### src/rtl/mem_access_controller.sv
// Bridges the control unit's memory handshake to a 32-bit word bus: RV64 byte..double
// loads/stores with lane steering, load extension, alignment checking and a bus watchdog.
module mem_access_controller #(
  parameter int unsigned TIMEOUT_CYCLES = 0
) (
  input  logic        clk,
  input  logic        reset,
  input  logic        memory_start,
  input  logic        sel_mem_operation,
  input  logic [1:0]  sel_mem_size,
  input  logic [2:0]  sel_mem_extension,
  input  logic [63:0] addr,
  input  logic [63:0] write_data,
  output logic [63:0] read_data,
  output logic        memory_done,
  output logic        mem_error,
  output logic        mem_req,
  output logic        mem_we,
  output logic [63:0] mem_addr,
  output logic [31:0] mem_wdata,
  output logic [3:0]  mem_wstrb,
  input  logic [31:0] mem_rdata,
  input  logic        mem_ack
);
  typedef enum logic [1:0] {IDLE, BEAT0, BEAT1, DONE} state_t;

  localparam logic [1:0]  SIZE_BYTE   = 2'b00;
  localparam logic [1:0]  SIZE_HALF   = 2'b01;
  localparam logic [1:0]  SIZE_WORD   = 2'b10;
  localparam logic [1:0]  SIZE_DOUBLE = 2'b11;
  localparam bit          TMO_EN      = (TIMEOUT_CYCLES != 0);
  localparam logic [31:0] TMO_LAST    = 32'(TIMEOUT_CYCLES) - 32'd1;

  state_t      state;
  logic [1:0]  lane_q;
  logic [1:0]  size_q;
  logic        op_q;
  logic        zext_q;
  logic [31:0] wdata_hi_q;
  logic [31:0] low_word_q;
  logic [31:0] tmo_cnt;

  logic        aligned;
  logic [31:0] lane_wdata;
  logic [3:0]  lane_wstrb;
  logic [7:0]  rd_byte;
  logic [15:0] rd_half;
  logic [63:0] load_result;
  logic        timeout_hit;

  // Only funct3 bit 2 (unsigned load) affects this block.
  logic unused_ext;
  assign unused_ext = ^sel_mem_extension[1:0];

  always_comb begin
    // NOTE: every always_comb output gets a default first so no path can infer a latch.
    aligned    = 1'b1;
    lane_wdata = write_data[31:0];
    lane_wstrb = 4'b1111;
    unique case (sel_mem_size)
      SIZE_BYTE: begin
        lane_wdata = {4{write_data[7:0]}};
        lane_wstrb = 4'b0001 << addr[1:0];
      end
      SIZE_HALF: begin
        aligned    = ~addr[0];
        lane_wdata = {2{write_data[15:0]}};
        lane_wstrb = 4'b0011 << addr[1:0];
      end
      SIZE_WORD:   aligned = (addr[1:0] == 2'b00);
      SIZE_DOUBLE: aligned = (addr[2:0] == 3'b000);
    endcase
  end

  always_comb begin
    load_result = '0;
    rd_byte     = mem_rdata[{lane_q, 3'b000} +: 8];
    rd_half     = lane_q[1] ? mem_rdata[31:16] : mem_rdata[15:0];
    unique case (size_q)
      SIZE_BYTE:   load_result = zext_q ? {56'd0, rd_byte} : {{56{rd_byte[7]}}, rd_byte};
      SIZE_HALF:   load_result = zext_q ? {48'd0, rd_half} : {{48{rd_half[15]}}, rd_half};
      SIZE_WORD:   load_result = zext_q ? {32'd0, mem_rdata} : {{32{mem_rdata[31]}}, mem_rdata};
      SIZE_DOUBLE: load_result = {mem_rdata, low_word_q};
    endcase
  end

  // An ack arriving on the last allowed cycle wins over the watchdog.
  assign timeout_hit = TMO_EN && !mem_ack && (tmo_cnt == TMO_LAST);

  // NOTE: all state and registered outputs use non-blocking assignments so every
  // right-hand side sees pre-edge values regardless of statement order.
  always_ff @(posedge clk) begin
    if (reset) begin
      state       <= IDLE;
      mem_req     <= 1'b0;
      mem_we      <= 1'b0;
      memory_done <= 1'b0;
      mem_error   <= 1'b0;
      read_data   <= '0;
      mem_addr    <= '0;
      mem_wdata   <= '0;
      mem_wstrb   <= '0;
      tmo_cnt     <= '0;
      lane_q      <= '0;
      size_q      <= '0;
      op_q        <= 1'b0;
      zext_q      <= 1'b0;
      wdata_hi_q  <= '0;
      low_word_q  <= '0;
    end else begin
      memory_done <= 1'b0;
      unique case (state)
        IDLE: begin
          if (memory_start) begin
            lane_q     <= addr[1:0];
            size_q     <= sel_mem_size;
            op_q       <= sel_mem_operation;
            zext_q     <= sel_mem_extension[2];
            wdata_hi_q <= write_data[63:32];
            if (!aligned) begin
              state       <= DONE;
              memory_done <= 1'b1;
              mem_error   <= 1'b1;
              read_data   <= '0;
            end else begin
              state     <= BEAT0;
              mem_req   <= 1'b1;
              mem_we    <= sel_mem_operation;
              mem_addr  <= {addr[63:2], 2'b00};
              mem_wdata <= lane_wdata;
              mem_wstrb <= sel_mem_operation ? lane_wstrb : 4'b0000;
              mem_error <= 1'b0;
              tmo_cnt   <= '0;
            end
          end
        end
        BEAT0, BEAT1: begin
          if (mem_ack) begin
            if (state == BEAT0 && size_q == SIZE_DOUBLE) begin
              state      <= BEAT1;
              low_word_q <= mem_rdata;
              mem_addr   <= mem_addr + 64'd4;
              mem_wdata  <= wdata_hi_q;
              tmo_cnt    <= '0;
            end else begin
              state       <= DONE;
              memory_done <= 1'b1;
              mem_req     <= 1'b0;
              mem_we      <= 1'b0;
              if (!op_q) read_data <= load_result;
            end
          end else if (timeout_hit) begin
            state       <= DONE;
            memory_done <= 1'b1;
            mem_req     <= 1'b0;
            mem_we      <= 1'b0;
            mem_error   <= 1'b1;
            read_data   <= '0;
          end else begin
            tmo_cnt <= tmo_cnt + 32'd1;
          end
        end
        DONE: state <= IDLE;
      endcase
    end
  end
endmodule

### config.mk
export PLATFORM = sky130hd
export DESIGN_NAME = mem_access_controller
export DESIGN_NICKNAME = d
export VERILOG_FILES = /design/src/rtl/mem_access_controller.sv
export SDC_FILE = /design/constraint.sdc
export NUM_CORES = 1
export LEC_CHECK = 0
export ABC_AREA = 1
export CAP_MARGIN = 20
export CORE_MARGIN = 8
export CORE_UTILIZATION = 50
export DETAILED_ROUTE_END_ITERATION = 6
export GPL_TIMING_DRIVEN = 0
export PLACE_DENSITY_LB_ADDON = 0.15
export SLEW_MARGIN = 20
export SYNTH_ARGS = -nofsm -noshare
export SYNTH_HDL_FRONTEND = slang
export SYNTH_SLANG_ARGS = --single-unit
### constraint.sdc
create_clock -name clk -period 2.15 [get_ports clk]
set_input_delay 0.3225 -clock clk [delete_from_list [all_inputs] [get_ports clk]]
set_output_delay 0.3225 -clock clk [all_outputs]
set_load 0.05 [all_outputs]
==> results.md <==
- The signed area change from the synthesized netlist to the final layout is 39.1%.
- The maximum number of pins on one net before global-route repair is 15.
- The fmax is 0.468 GHz.
- The share of total power dissipated in the clock network is 17.3%.
- Summed over all failing endpoints, the final setup total negative slack is 0 ns.
- Measured along the y axis, the die boundary spans 177 um.
- The total count of max-transition violations in the final report was 0.
- For the worst flop-to-flop path, the logic depth is 10.
- The endpoint of the most critical register-to-register path is read_data[28].
- The worst hold path class is in -> reg.
- The wire length of the first global-routing pass is 90.3 mm.
- The most used flip-flop cell after synthesis is sky130_fd_sc_hd__dfxtp_1.
- The area of the core is 25800 sq um.
- The number of antenna violations at the first check in global routing is 1.
- The number of detailed-routing iterations run before antenna repair is 7.
- Across all register-to-register paths, the minimum setup slack is 0.02 ns.
- The capture point of the worst path is mem_wdata[30].
- The critical register-to-register path startpoint is state[1].
- VDD sags by at most 1.13 mV.
- The via total after detailed routing is 16585.
- Global routing consumed, on the met3 layer, 9.99% of the routing resources.
- The switching share of power is 51.9%.
- Power spread over the standard cell area amounts to 1600 nW/um^2.
- In the finished design, the share of the clock period the worst path needs comes to 99.5%.
- In this design, the largest share of critical-path delay is due to buffers and inverters.
- Summing the sequential cell areas from Yosys gives 36.7% of the chip area.
- The HPWL after detailed placement is 46.6 mm.
- The classification of the worst setup path is reg -> out.
- At the pin with the least slew margin, the transition time is 0.879 ns.
- No sink is reached through more buffers than the 3 on the longest clock path.
- In this run the number of H-tree levels came out at 1.
- The arrival time of data at the critical path endpoint is 1.82 ns.
- The flow ran to the end, but the final reports show violations.
- The number of clock buffers added by TritonCTS is 27.
- The post-detailed-route via-to-cell ratio is 5.92.
- The hold path depth is 3.
- The number of sinks driven by the clock tree is 238.
- STA puts the critical path data required time at 1.83 ns.
- The post-synthesis sequential element count is 238.
- For this run, asynchronously set or reset flops after synthesis account for 0%.
- Dividing the detail-routed wire length by the instance count gives 21.6 um.
- The count of different cell masters after synthesis is 41.
- Summed over all layers, the global routing overflow is 0.
- In this run, synthesis inferred 0 flip-flops with an integrated enable.
- Traced cell by cell, the critical path runs through clkdlybuf4s50_1.
- Setup repair after global routing could not meet its margin everywhere.
- The number of hold violations in the final report is 0.
- The latest clock arrival within the worst-skew pair is 0.57 ns.
- The startpoint of the most critical setup path is mem_wdata[30].
- The worst slew margin relative to its limit is 41.4%.
- Setup violations remaining at the end of the flow were counted as 0.
- The leakage component of the power is 7.30 nW.
- The internal power summed over all cells is 0.0139 W.
- The checks that failed: design-rule violations.
- For this design the top-level I/O count stands at 338.
- Leaving out fill and tap cells, the most frequent cell in the layout is sky130_fd_sc_hd__nand2_1.
- The sequential cell fraction of total power is 24.6%.
- On the worst path, the slowest cell contributes a delay of 0.84 ns.
- The TritonCTS clock tree is done.
- The share of total power dissipated in combinational logic is 58.2%.
- The met2 usage is 58.0%.
- The number of nets in the final layout is 2620.
- Dividing the synthesized area by the synthesized cell count gives 6.28 sq um.
- The placer's final routability congestion estimate is 1.02.
- The global-route track usage on met1 is 46.1%.
- The root buffer cell chosen for the clock tree is sky130_fd_sc_hd__clkbuf_16.
- Clock-pin slew was measured on the worst setup and hold paths at 0.07 ns.
- The floorplan step defined a die boundary enclosing 31400 sq um.
- Port buffering added 331 buffers.
- Power comes to 0.0289 W.
- The global-route usage over all layers is 36.7%.
- Once the floorplan was initialized, standard cells occupied 50.4% of the core.
- The number of maximum-capacitance constraint violations is 0.
- met2 is the most crowded layer.
- The post-detailed-route DRC marker count is 14.
- The standard-cell row count is 59.
- On the final layout, the worst clock skew is 0.0233 ns.
- The combined area of all synthesized cells is 13000 sq um.
- The worst hold slack is 0.362 ns.
- In this run the power spent charging and discharging nets is 0.0150 W.
- The via count of the first global-routing pass came to 15904.
- The worst setup path is launched from a register.
- The critical path's slowest cell is sky130_fd_sc_hd__clkdlybuf4s50_1.
- In this run the number of cells on the critical path is 1.
- The width of the chip is 177 um.
- The element type at the critical path end is a primary output.
- The remaining antenna violation count after routing is 0.
- The number of buffers and inverters on the critical path is 1.
- The final core utilization is 70.1%.
- The number of warnings printed during yosys synthesis is 0.
- The final critical-path required period is 2.14 ns.
- The proportion of layout cells with a drive suffix above 1 is 8.64%.
- The total length of routed wires is 60.4 mm.
- The number of DRC markers after the initial detailed-route iteration is 2359.
- The library cells used most frequently in the layout, excluding fill and tap cells, are sky130_fd_sc_hd__nand2_1, sky130_fd_sc_hd__nor2_1, sky130_fd_sc_hd__clkdlybuf4s50_1, sky130_fd_sc_hd__a21oi_1, sky130_fd_sc_hd__dfxtp_1.
- The number of hold-repair buffers added at the cts stage is 0.
- The gate count of the mapped netlist is 2068.
- Along the worst path, the maximum fanout reaches 2.
==> synthesized netlist by cell type (all sizes together), types with 7 or more instances <==
cell,n,area [sq um]
a21oi,267,1340
a31oi,15,93.8
buf,49,327
clkbuf,78,293
dfxtp,238,4760
inv,141,534
nand2,584,2210
nand3,89,455
nand3b,23,173
nand4,12,81.3
nor2,317,1240
o2111ai,19,166
o211ai,7,52.6
o21a,7,52.6
o21ai,188,948
==> power groups by stage <==
stage          logic, W  clock network (W)  registers, W
2_1_floorplan   0.00707                  0        0.0103
5_1_grt          0.0178            0.00514       0.00719
6_report         0.0168            0.00499       0.00711
4_1_cts          0.0164            0.00495       0.00701
3_3_place_gp     0.0158                  0       0.00707
3_5_place_dp     0.0161                  0       0.00709
==> routing by layer <==
layer  vias up  wire length (um)  share of wire [%]
li1       7516                 -                  -
met1      7646             23000                 38
met2      1206             26600                 44
met3       215              7950                 13
met4         2              2800                4.6
met5         -                13              0.022
==> cell type report <==
class | instances | area [sq um]
clock buffer | 33 | 738
antenna | 1 | 2.50
buffer | 125 | 668
tap | 335 | 419
clock inverter | 17 | 203
fill | 2148 | 7700
inverter | 141 | 539
sequential | 238 | 4780
multi-input combinational | 1563 | 7270
timing repair buffer | 349 | 3440
==> state kept, by name, summed over array words and instances (netlist names), 2 cells and up <==
| signal | count |
|---|---|
| read_data | 64 |
| mem_addr | 62 |
| low_word_q | 32 |
| mem_wdata | 32 |
| wdata_hi_q | 32 |
| mem_wstrb | 4 |
| lane_q | 2 |
| size_q | 2 |
| state | 2 |
==> through the flow <==
step	setup WS, ns	instance area, sq um	cells
floorplan	0.00664	13000	2069
global placement	-0.360	16700	2735
detailed placement	-0.385	16700	2735
CTS	0.0000281	17800	2793
global route	-0.0494	18100	2801
finish	0.0114	18100	2802
==> worst min path at each step <==
stage,endpoint,slack (ns),from
2_1_floorplan,mem_error,0.42,memory_start
3_3_place_gp,wdata_hi_q[23],0.45,wdata_hi_q[23]
3_5_place_dp,wdata_hi_q[23],0.45,wdata_hi_q[23]
4_1_cts,mem_wstrb[1],0.35,sel_mem_size[1]
5_1_grt,mem_addr[7],0.39,addr[7]
6_report,mem_addr[7],0.36,addr[7]
==> timing repair <==
action / 4_1_cts / 5_1_grt
cloned: 1 / 0
endpoints found under the setup margin: 218 / 143
resized for setup: 95 / 85
pin swaps: 5 / 7
buffers inserted: 8 / 9
==> cells by family (layout without fill, tap and decap cells) <==
kind of cell             count (synthesis)  after routing  synth area share (%)
AND/OR/NAND/NOR                       1034           1034                  32.4
XOR/XNOR                                 3              3                 0.202
AO/OA/AOI/OAI                          519            519                  21.3
flip-flops                             238            238                  36.7
other                                    1              3                0.0289
adder cells (fa/ha/maj)                  5              5                 0.482
buffers and inverters                  268            665                  8.88
No activity file was read; power rests on OpenSTA's default activity.
